--- src/rtl/ysyx_25040101_mc_ctrl_pkg.sv ---
// Shared constants for the nebula multi-cycle controller: opcodes, immediate
// one-hots, ALU/WB/PC select codes, FSM state encoding and the decode bundle.
package ysyx_25040101_mc_ctrl_pkg;

  localparam logic [6:0] OPC_LUI    = 7'b0110111;
  localparam logic [6:0] OPC_AUIPC  = 7'b0010111;
  localparam logic [6:0] OPC_JAL    = 7'b1101111;
  localparam logic [6:0] OPC_JALR   = 7'b1100111;
  localparam logic [6:0] OPC_BRANCH = 7'b1100011;
  localparam logic [6:0] OPC_LOAD   = 7'b0000011;
  localparam logic [6:0] OPC_STORE  = 7'b0100011;
  localparam logic [6:0] OPC_OPIMM  = 7'b0010011;
  localparam logic [6:0] OPC_OP     = 7'b0110011;
  localparam logic [6:0] OPC_SYSTEM = 7'b1110011;

  localparam logic [31:0] EBREAK_INST = 32'h0010_0073;

  localparam logic [4:0] IMM_NONE = 5'b00000;
  localparam logic [4:0] IMM_I    = 5'b10000;
  localparam logic [4:0] IMM_S    = 5'b01000;
  localparam logic [4:0] IMM_B    = 5'b00100;
  localparam logic [4:0] IMM_U    = 5'b00010;
  localparam logic [4:0] IMM_J    = 5'b00001;

  localparam logic [3:0] ALU_ADD  = 4'd0;
  localparam logic [3:0] ALU_SUB  = 4'd1;
  localparam logic [3:0] ALU_SLL  = 4'd2;
  localparam logic [3:0] ALU_SLT  = 4'd3;
  localparam logic [3:0] ALU_SLTU = 4'd4;
  localparam logic [3:0] ALU_XOR  = 4'd5;
  localparam logic [3:0] ALU_SRL  = 4'd6;
  localparam logic [3:0] ALU_SRA  = 4'd7;
  localparam logic [3:0] ALU_OR   = 4'd8;
  localparam logic [3:0] ALU_AND  = 4'd9;
  localparam logic [3:0] ALU_CPB  = 4'd10;  // pass src B through (LUI)
  localparam logic [3:0] ALU_EQ   = 4'd11;
  localparam logic [3:0] ALU_NE   = 4'd12;
  localparam logic [3:0] ALU_GE   = 4'd13;
  localparam logic [3:0] ALU_GEU  = 4'd14;

  localparam logic [1:0] WB_ALU = 2'b00;
  localparam logic [1:0] WB_MEM = 2'b01;
  localparam logic [1:0] WB_PC4 = 2'b10;

  localparam logic [1:0] PC_SEL_PC4 = 2'b00;
  localparam logic [1:0] PC_SEL_IMM = 2'b01;
  localparam logic [1:0] PC_SEL_ALU = 2'b10;

  typedef enum logic [1:0] {PK_SEQ, PK_JAL, PK_BR, PK_JALR} pc_kind_e;

  typedef enum logic [3:0] {
    S_RST, S_F_REQ, S_F_WAIT, S_DEC, S_EXE, S_M_REQ, S_M_WAIT, S_WB, S_HALT
  } state_e;

  typedef struct packed {
    logic [4:0] imm_type;
    logic [3:0] alu_op;
    logic       srca_pc;
    logic       srcb_imm;
    logic       rf_we;
    logic [1:0] wb_sel;
    pc_kind_e   pc_kind;
    logic       is_mem;
    logic       is_store;
    logic       illegal;
    logic       ebreak;
  } dec_t;

  function automatic logic [3:0] arith_op(input logic [2:0] f3, input logic alt);
    case (f3)
      3'b000:  arith_op = alt ? ALU_SUB : ALU_ADD;
      3'b001:  arith_op = ALU_SLL;
      3'b010:  arith_op = ALU_SLT;
      3'b011:  arith_op = ALU_SLTU;
      3'b100:  arith_op = ALU_XOR;
      3'b101:  arith_op = alt ? ALU_SRA : ALU_SRL;
      3'b110:  arith_op = ALU_OR;
      default: arith_op = ALU_AND;
    endcase
  endfunction

endpackage

--- src/rtl/ysyx_25040101_mc_ctrl_idec.sv ---
// Combinational instruction decoder: IR -> control bundle consumed by the FSM.
module ysyx_25040101_idec
  import ysyx_25040101_mc_ctrl_pkg::*;
(
  input  logic [31:0] inst,
  output dec_t        dec
);

  logic [6:0] opc;
  logic [2:0] f3;
  logic       f7b5;

  assign opc  = inst[6:0];
  assign f3   = inst[14:12];
  assign f7b5 = inst[30];

  // Opcodes with inst[1:0] != 2'b11 never match below, so they fall into illegal.
  always_comb begin
    dec         = '0;
    dec.alu_op  = ALU_ADD;
    dec.pc_kind = PK_SEQ;
    case (opc)
      OPC_LUI: begin
        dec.imm_type = IMM_U; dec.alu_op = ALU_CPB; dec.srcb_imm = 1'b1; dec.rf_we = 1'b1;
      end
      OPC_AUIPC: begin
        dec.imm_type = IMM_U; dec.srca_pc = 1'b1; dec.srcb_imm = 1'b1; dec.rf_we = 1'b1;
      end
      OPC_JAL: begin
        dec.imm_type = IMM_J; dec.srca_pc = 1'b1; dec.srcb_imm = 1'b1; dec.rf_we = 1'b1;
        dec.wb_sel = WB_PC4; dec.pc_kind = PK_JAL;
      end
      OPC_JALR: begin
        dec.imm_type = IMM_I; dec.srcb_imm = 1'b1; dec.rf_we = 1'b1;
        dec.wb_sel = WB_PC4; dec.pc_kind = PK_JALR;
      end
      OPC_BRANCH: begin
        dec.imm_type = IMM_B; dec.pc_kind = PK_BR;
        case (f3)
          3'b001:  dec.alu_op = ALU_NE;
          3'b100:  dec.alu_op = ALU_SLT;
          3'b101:  dec.alu_op = ALU_GE;
          3'b110:  dec.alu_op = ALU_SLTU;
          3'b111:  dec.alu_op = ALU_GEU;
          default: dec.alu_op = ALU_EQ;
        endcase
      end
      OPC_LOAD: begin
        dec.imm_type = IMM_I; dec.srcb_imm = 1'b1; dec.rf_we = 1'b1;
        dec.wb_sel = WB_MEM; dec.is_mem = 1'b1;
      end
      OPC_STORE: begin
        dec.imm_type = IMM_S; dec.srcb_imm = 1'b1; dec.is_mem = 1'b1; dec.is_store = 1'b1;
      end
      OPC_OPIMM: begin
        dec.imm_type = IMM_I; dec.srcb_imm = 1'b1; dec.rf_we = 1'b1;
        dec.alu_op = arith_op(f3, f7b5 && (f3 == 3'b101));
      end
      OPC_OP: begin
        dec.rf_we = 1'b1; dec.alu_op = arith_op(f3, f7b5);
      end
      OPC_SYSTEM: begin
        // Only ebreak is meaningful; everything else retires as a nop.
        dec.imm_type = IMM_I; dec.srcb_imm = 1'b1; dec.ebreak = (inst == EBREAK_INST);
      end
      default: dec.illegal = 1'b1;
    endcase
  end

endmodule

--- src/rtl/ysyx_25040101_mc_ctrl.sv ---
// Multi-cycle control FSM: fetch, decode, execute, memory, writeback; one instruction in flight.
module ysyx_25040101_mc_ctrl
  import ysyx_25040101_mc_ctrl_pkg::*;
#(
  parameter logic [31:0] RESET_INST = 32'h0000_0013
) (
  input  logic        clk,
  input  logic        rst_n,
  output logic        ifu_req_valid_o,
  input  logic        ifu_req_ready_i,
  input  logic        ifu_rsp_valid_i,
  input  logic [31:0] ifu_rsp_inst_i,
  input  logic        ifu_rsp_err_i,
  output logic [31:0] inst_o,
  output logic [4:0]  imm_type_o,
  output logic [3:0]  alu_op_o,
  output logic        alu_srca_pc_o,
  output logic        alu_srcb_imm_o,
  input  logic        branch_taken_i,
  output logic        lsu_req_valid_o,
  input  logic        lsu_req_ready_i,
  output logic        lsu_we_o,
  output logic [1:0]  lsu_size_o,
  input  logic        lsu_rsp_valid_i,
  output logic        rf_we_o,
  output logic [1:0]  wb_sel_o,
  output logic        pc_we_o,
  output logic [1:0]  pc_sel_o,
  output logic        halt_o,
  output logic        trap_o
);

  state_e      state, state_nx;
  logic [31:0] ir;
  logic        taken, halt, trap;
  logic        dec_act;
  dec_t        dec;

  ysyx_25040101_idec u_idec (.inst(ir), .dec(dec));

  always_ff @(posedge clk) begin
    if (!rst_n) begin
      state <= S_RST;
      ir    <= RESET_INST;
      taken <= 1'b0;
      halt  <= 1'b0;
      trap  <= 1'b0;
    end else begin
      state <= state_nx;
      if (state == S_F_WAIT && ifu_rsp_valid_i) begin
        if (ifu_rsp_err_i) trap <= 1'b1;
        else               ir   <= ifu_rsp_inst_i;
      end
      if (state == S_DEC && dec.illegal) trap <= 1'b1;
      if (state == S_DEC && dec.ebreak)  halt <= 1'b1;
      if (state == S_EXE)                taken <= branch_taken_i;
    end
  end

  // Decoded fields are presented from DEC through WB and forced low elsewhere.
  assign dec_act = (state == S_DEC) || (state == S_EXE) || (state == S_M_REQ) ||
                   (state == S_M_WAIT) || (state == S_WB);

  always_comb begin
    state_nx        = state;
    ifu_req_valid_o = 1'b0;
    lsu_req_valid_o = 1'b0;
    lsu_we_o        = 1'b0;
    lsu_size_o      = 2'b00;
    imm_type_o      = IMM_NONE;
    alu_op_o        = 4'd0;
    alu_srca_pc_o   = 1'b0;
    alu_srcb_imm_o  = 1'b0;
    rf_we_o         = 1'b0;
    wb_sel_o        = WB_ALU;
    pc_we_o         = 1'b0;
    pc_sel_o        = PC_SEL_PC4;
    if (dec_act) begin
      imm_type_o     = dec.imm_type;
      alu_op_o       = dec.alu_op;
      alu_srca_pc_o  = dec.srca_pc;
      alu_srcb_imm_o = dec.srcb_imm;
      wb_sel_o       = dec.wb_sel;
      lsu_size_o     = dec.is_mem ? ir[13:12] : 2'b00;
    end
    case (state)
      S_RST:    state_nx = S_F_REQ;
      S_F_REQ: begin
        ifu_req_valid_o = 1'b1;
        if (ifu_req_ready_i) state_nx = S_F_WAIT;
      end
      S_F_WAIT: if (ifu_rsp_valid_i) state_nx = ifu_rsp_err_i ? S_HALT : S_DEC;
      S_DEC:    state_nx = (dec.illegal || dec.ebreak) ? S_HALT : S_EXE;
      S_EXE:    state_nx = dec.is_mem ? S_M_REQ : S_WB;
      S_M_REQ: begin
        lsu_req_valid_o = 1'b1;
        lsu_we_o        = dec.is_store;
        if (lsu_req_ready_i) state_nx = S_M_WAIT;
      end
      S_M_WAIT: if (lsu_rsp_valid_i) state_nx = S_WB;
      S_WB: begin
        pc_we_o = 1'b1;
        rf_we_o = dec.rf_we;
        case (dec.pc_kind)
          PK_JAL:  pc_sel_o = PC_SEL_IMM;
          PK_BR:   pc_sel_o = taken ? PC_SEL_IMM : PC_SEL_PC4;
          PK_JALR: pc_sel_o = PC_SEL_ALU;
          default: pc_sel_o = PC_SEL_PC4;
        endcase
        state_nx = S_F_REQ;
      end
      S_HALT:   state_nx = S_HALT;
      default:  state_nx = S_RST;
    endcase
  end

  assign inst_o = ir;
  assign halt_o = halt;
  assign trap_o = trap;

endmodule

--- config.mk ---
export PLATFORM = sky130hd
export DESIGN_NAME = ysyx_25040101_mc_ctrl
export DESIGN_NICKNAME = d
export VERILOG_FILES = /design/src/rtl/ysyx_25040101_mc_ctrl_pkg.sv /design/src/rtl/ysyx_25040101_mc_ctrl_idec.sv /design/src/rtl/ysyx_25040101_mc_ctrl.sv
export SDC_FILE = /design/constraint.sdc
export NUM_CORES = 1
export LEC_CHECK = 0
export ABC_CLOCK_PERIOD_IN_PS = 2400
export BUFFER_PORTS_ARGS = -buffer_cell sky130_fd_sc_hd__buf_2
export CORE_MARGIN = 3
export CORE_UTILIZATION = 30
export CTS_CLUSTER_DIAMETER = 100
export DETAILED_ROUTE_END_ITERATION = 10
export MAX_ROUTING_LAYER = met4
export PLACE_DENSITY = 0.63
export SLEW_MARGIN = 20
export SYNTH_ARGS = -nofsm -noshare
export SYNTH_HDL_FRONTEND = slang
export SYNTH_HIERARCHICAL = 1
export SYNTH_SLANG_ARGS = --single-unit
--- constraint.sdc ---
create_clock -name clk -period 2.4 [get_ports clk]
set_input_delay 0.36 -clock clk [delete_from_list [all_inputs] [get_ports clk]]
set_output_delay 0.36 -clock clk [all_outputs]
set_load 0.1 [all_outputs]
# After elaboration in Yosys (flattened, before gate mapping)
# Cells that the tools add are included.
dict set report totals {
  ff_bits 39
  word_cells 108
  ramBits 0
  output_inout_bits 56
  n_memories 0
  input_bits 40
  latch_bits 0
  rom_bits 0
}
dict set report classes {
  n_shift 0
  mul 0
  n_div 0
  magnitude_cmp 0
  muxes 44
  n_addsub 0
  reduce_logical 25
  n_eq_ne 33
  bitwise_logic 1
}
# operator n
set ops {}
lappend ops {{$pmux W4 S7} 2}
lappend ops {{$eq A32 B21 Y1 const B} 1}
lappend ops {{$pmux W4 S8} 1}
lappend ops {{$eq A7 B7 Y1 const B} 4}
lappend ops {{$mux W4} 7}
lappend ops {{$pmux W5 S5} 1}
lappend ops {{$mux W1} 22}
lappend ops {{$eq A7 B6 Y1 const B} 3}
lappend ops {{$pmux W4 S5} 1}
lappend ops {{$eq A4 B3 Y1 const B} 4}
lappend ops {{$pmux W4 S4} 1}
lappend ops {{$eq A7 B5 Y1 const B} 2}
lappend ops {{$eq A3 B3 Y1 const B} 4}
lappend ops {{$pmux W2 S3} 2}
lappend ops {{$mux W2} 5}
lappend ops {{$reduce_or A10 Y1} 1}
lappend ops {{$reduce_or A2 Y1} 5}
lappend ops {{$eq A4 B2 Y1 const B} 2}
lappend ops {{$ne A2 B2 Y1 const B} 4}
lappend ops {{$reduce_or A8 Y1} 1}
lappend ops {{$eq A7 B2 Y1 const B} 1}
lappend ops {{$reduce_or A7 Y1} 1}
lappend ops {{$eq A3 B2 Y1 const B} 2}
lappend ops {{$logic_or A1 B1 Y1} 5}
lappend ops {{15 further kinds} 21}

# Depth between registers and ports, before layout
dict set report depth {
  ltp_word 6
  mapped_depth 9
  depth_no_buf 8
}

# Hierarchy
# Netlist, hierarchy kept.
# module seq_area_each_um2 cells_per_inst instances area_each_um2
set modules_own_cells {}
lappend modules_own_cells {ysyx_25040101_mc_ctrl 780.7 217 1 1800.5}
lappend modules_own_cells {ysyx_25040101_idec 0.0 78 1 519.2}

# Worst setup path after synthesis
# No wires, ideal clock.
dict set report synth_timing {
  path_type {register -> output}
  start {register ir[5], in the netlist inst_o[5]}
  end {output pc_sel_o[0]}
  t_required_ns 2.040
  t_arrival_ns 3.954
  path_buffers 1
  path_slack_ns -1.914
  path_stages_with_launch 7
  cell_sequence {dfxtp_1 -> buf_2 -> nand3b_2 -> nor2_1 -> nand2_1 -> mux2_2 -> nor3_1}
}
# item line_no
set synth_rtl {}
lappend synth_rtl {{start, declared} ysyx_25040101_mc_ctrl.sv:34} ;# logic [31:0] ir;
lappend synth_rtl {{start signal, assigned} ysyx_25040101_mc_ctrl.sv:52} ;# else ir <= ifu_rsp_inst_i;
lappend synth_rtl {{end, declared} ysyx_25040101_mc_ctrl.sv:28} ;# output logic [1:0] pc_sel_o,

==> reports/results.tsv <==
metric	value	unit
status	complete, no violations	
final_cells	482	
place_congestion	0.792	
clk_pin_slew_worst_paths	0.07	ns
worst-path-max-fanout	12	
grt_pass1_wl	10.3	mm
drc	0	
rows	31	
hold_viol	0	
ys_seq_area_frac	0.337	
crit_required	2.04	ns
tightest_slew	0.519	ns
cts-root-buf	clkbuf_8	
start_util	0.315	
synth.ff_latch_count	39	
vias	2383	
numClockSinks	39	
rsz0062_at_grt	false	
syn_area	2320	sq um
cts.htree.levels	2	
dp_cells	472	
insertion_delay	0.29	ns
clock_path_buffers	2	
grt_pass1_vias	2183	
synth_cells	295	
cts_tree	built	
clock.fmax	441	MHz
post_dp_cell_area	3120	sq um
yosysWarnings	6	
antenna_found_initial	0	
track_usage	0.150	
worstSetupStartpointType	flip-flop	
pwr-share-seq	0.329	
syn_area_per_cell	7.86	sq um
end_kind	output pin	
period_needed	2.27	ns
drt_wl_total	6.46	mm
io_buffers	95	
dr.pass1.iters	4	
area_growth	39.8	%
core-area	7370	sq um
power.share.clock	0.169	
stdcell_area	3240	sq um
switching_share	0.469	
hpwl	4.93	mm
setup.worst_path.class	flip-flop to output pin	
cts_hold_buffers	0	
max_cap_viol_count	0	
post-route-period-util	0.945	
fill_cells	769	
hp-class	input pin to flip-flop	
async_reset_ff_frac	0	
intPower	0.00127	W
timing.final.ws_setup	0.133	ns
final_common_cell	buf_2	
dieHeight	93.9	um
mostFrequentLayoutCells	78 x buf_2, 71 x nand2_1, 29 x dfxtp_1, 27 x a21boi_1, 16 x buf_12	
first_iter_violations	187	
slew_viol_final	0	
synth_edf_count	0	
syn_nets	335	
pwr-share-comb	0.502	
ys.flop_type	dfxtp_1	
final-setup-viol-count	0	
fin_nets	424	
cts_buffers	5	
ys_types	51	
vdd_ir_drop_max	0.256	mV
utilization	0.440	
viasPerCell	4.94	
p_total	0.00239	W
fp.dieArea	8820	sq um
die_x	93.9	um
power_switching	0.00112	W
grt_overflow	0	
cp.arrival	1.91	ns
pre_cts_ws	0.324	ns
powerDensity	737	nW/um^2
relSlewSlack	0.656	
ios	96	
grt_max_degree	33	
antenna_left	0	
p_leak	1.38	nW
fin_skew	0.00381	ns
wire_per_inst	13.4	um
antenna_cells	0	
drive_gt1_frac	0.394	
## kinds of logic (layout without fill, tap and decap cells)
kind of cell	after synthesis	count (layout)	synth area share
and+or+nand+nor	158	159	0.365
AOI/OAI and AO/OA	62	62	0.193
DFF	39	39	0.337
buffers and inverters	29	116	0.0755
muxes	5	5	0.0221
xor gates and xnor gates	2	2	0.00755
## Yosys cell counts (2+ instances only)
library cell	count	area, sq um
a21boi_1	27	203
nand2_1	71	267
buf_6	6	67.6
and3_1	4	25.0
a41oi_1	2	17.5
nor4_1	10	62.6
a211oi_1	2	15.0
and2_1	17	106
a21o_1	2	15.0
nor3b_1	2	15.0
buf_4	3	22.5
nand4_1	2	12.5
a31oi_1	4	25.0
a21boi_0	3	22.5
mux2i_1	4	40.0
o21ai_1	2	10.0
dfxtp_1	39	781
nor2b_1	6	37.5
a21oi_1	5	25.0
nor3_1	11	55.1
nor2_1	11	41.3
nand4b_1	2	17.5
buf_2	8	40.0
clkbuf_1	7	26.3
nand2b_1	3	18.8
o21ai_0	5	25.0
inv_1	4	15.0
nand3_1	8	40.0
o22ai_1	3	18.8
## sequential cells by signal (all words and copies together) (netlist names)
name and cells:
taken 1, trap_o 1, halt_o 1, inst_o 32, state 4
## worst paths after layout
| check | start | to | slack, ns | cells past startpoint |
|---|---|---|---|---|
| max | inst_o[2]$_SDFFE_PN0P_ | alu_op_o[2] | 0.13 | 6 |
| min | ifu_rsp_inst_i[14] | inst_o[14]$_SDFFE_PN0P_ | 0.30 | 3 |
| max reg2reg | inst_o[6]$_SDFFE_PN0P_ | state[3]$_SDFFE_PN0P_ | 0.43 | 8 |
| min reg2reg | inst_o[26]$_SDFFE_PN0P_ | inst_o[26]$_SDFFE_PN0P_ | 0.47 | 2 |
## critical path, cell delays in order (launching register included)
cell and delay (ns):
dfxtp_2 0.38, nand4bb_4 0.31, nor3b_4 0.31, a31oi_1 0.12, o22ai_1 0.14, and2_2 0.18
buf_12 0.17
## through the flow
step                hold slack [ns]  setup TNS (ns)
floorplan                     0.482          -0.282
detailed placement            0.462               0
CTS                           0.292               0
global placement              0.451               0
finish                        0.295               0
global route                  0.296               0
## layout make-up
cell class	instances	area, sq um	area share
repair buffers	105	793	0.245
clock buffers	6	72.6	0.0224
flip-flops and latches	39	796	0.245
inverters	5	18.8	0.00579
multi-input cells	228	1440	0.443
well taps	99	124	0.0382
## layer usage
| metal | vias to the layer above | global-route usage | wire (um) |
|---|---|---|---|
| met3 | 9 | 0.0337 | 427 |
| met5 | - | - | 0 |
| met4 | 0 | 0.0529 | 129 |
| li1 | 1203 | - | - |
| met1 | 1086 | 0.181 | 2810 |
| met2 | 85 | 0.245 | 3090 |
## power groups by stage
| stage | clock network [W] | logic (W) | registers (W) |
|---|---|---|---|
| finish | 0.000404 | 0.00120 | 0.000786 |
| global placement | 0 | 0.00116 | 0.000795 |
| floorplan | 0 | 0.000694 | 0.00104 |
| detailed placement | 0 | 0.00117 | 0.000798 |
| global route | 0.000443 | 0.00128 | 0.000798 |
| CTS | 0.000419 | 0.00117 | 0.000783 |
## timing repair
action	4_1_cts	5_1_grt
resized for setup	0	5
endpoints found under the setup margin	0	6
buffers inserted	0	3
(Power assumes the default switching activity.)
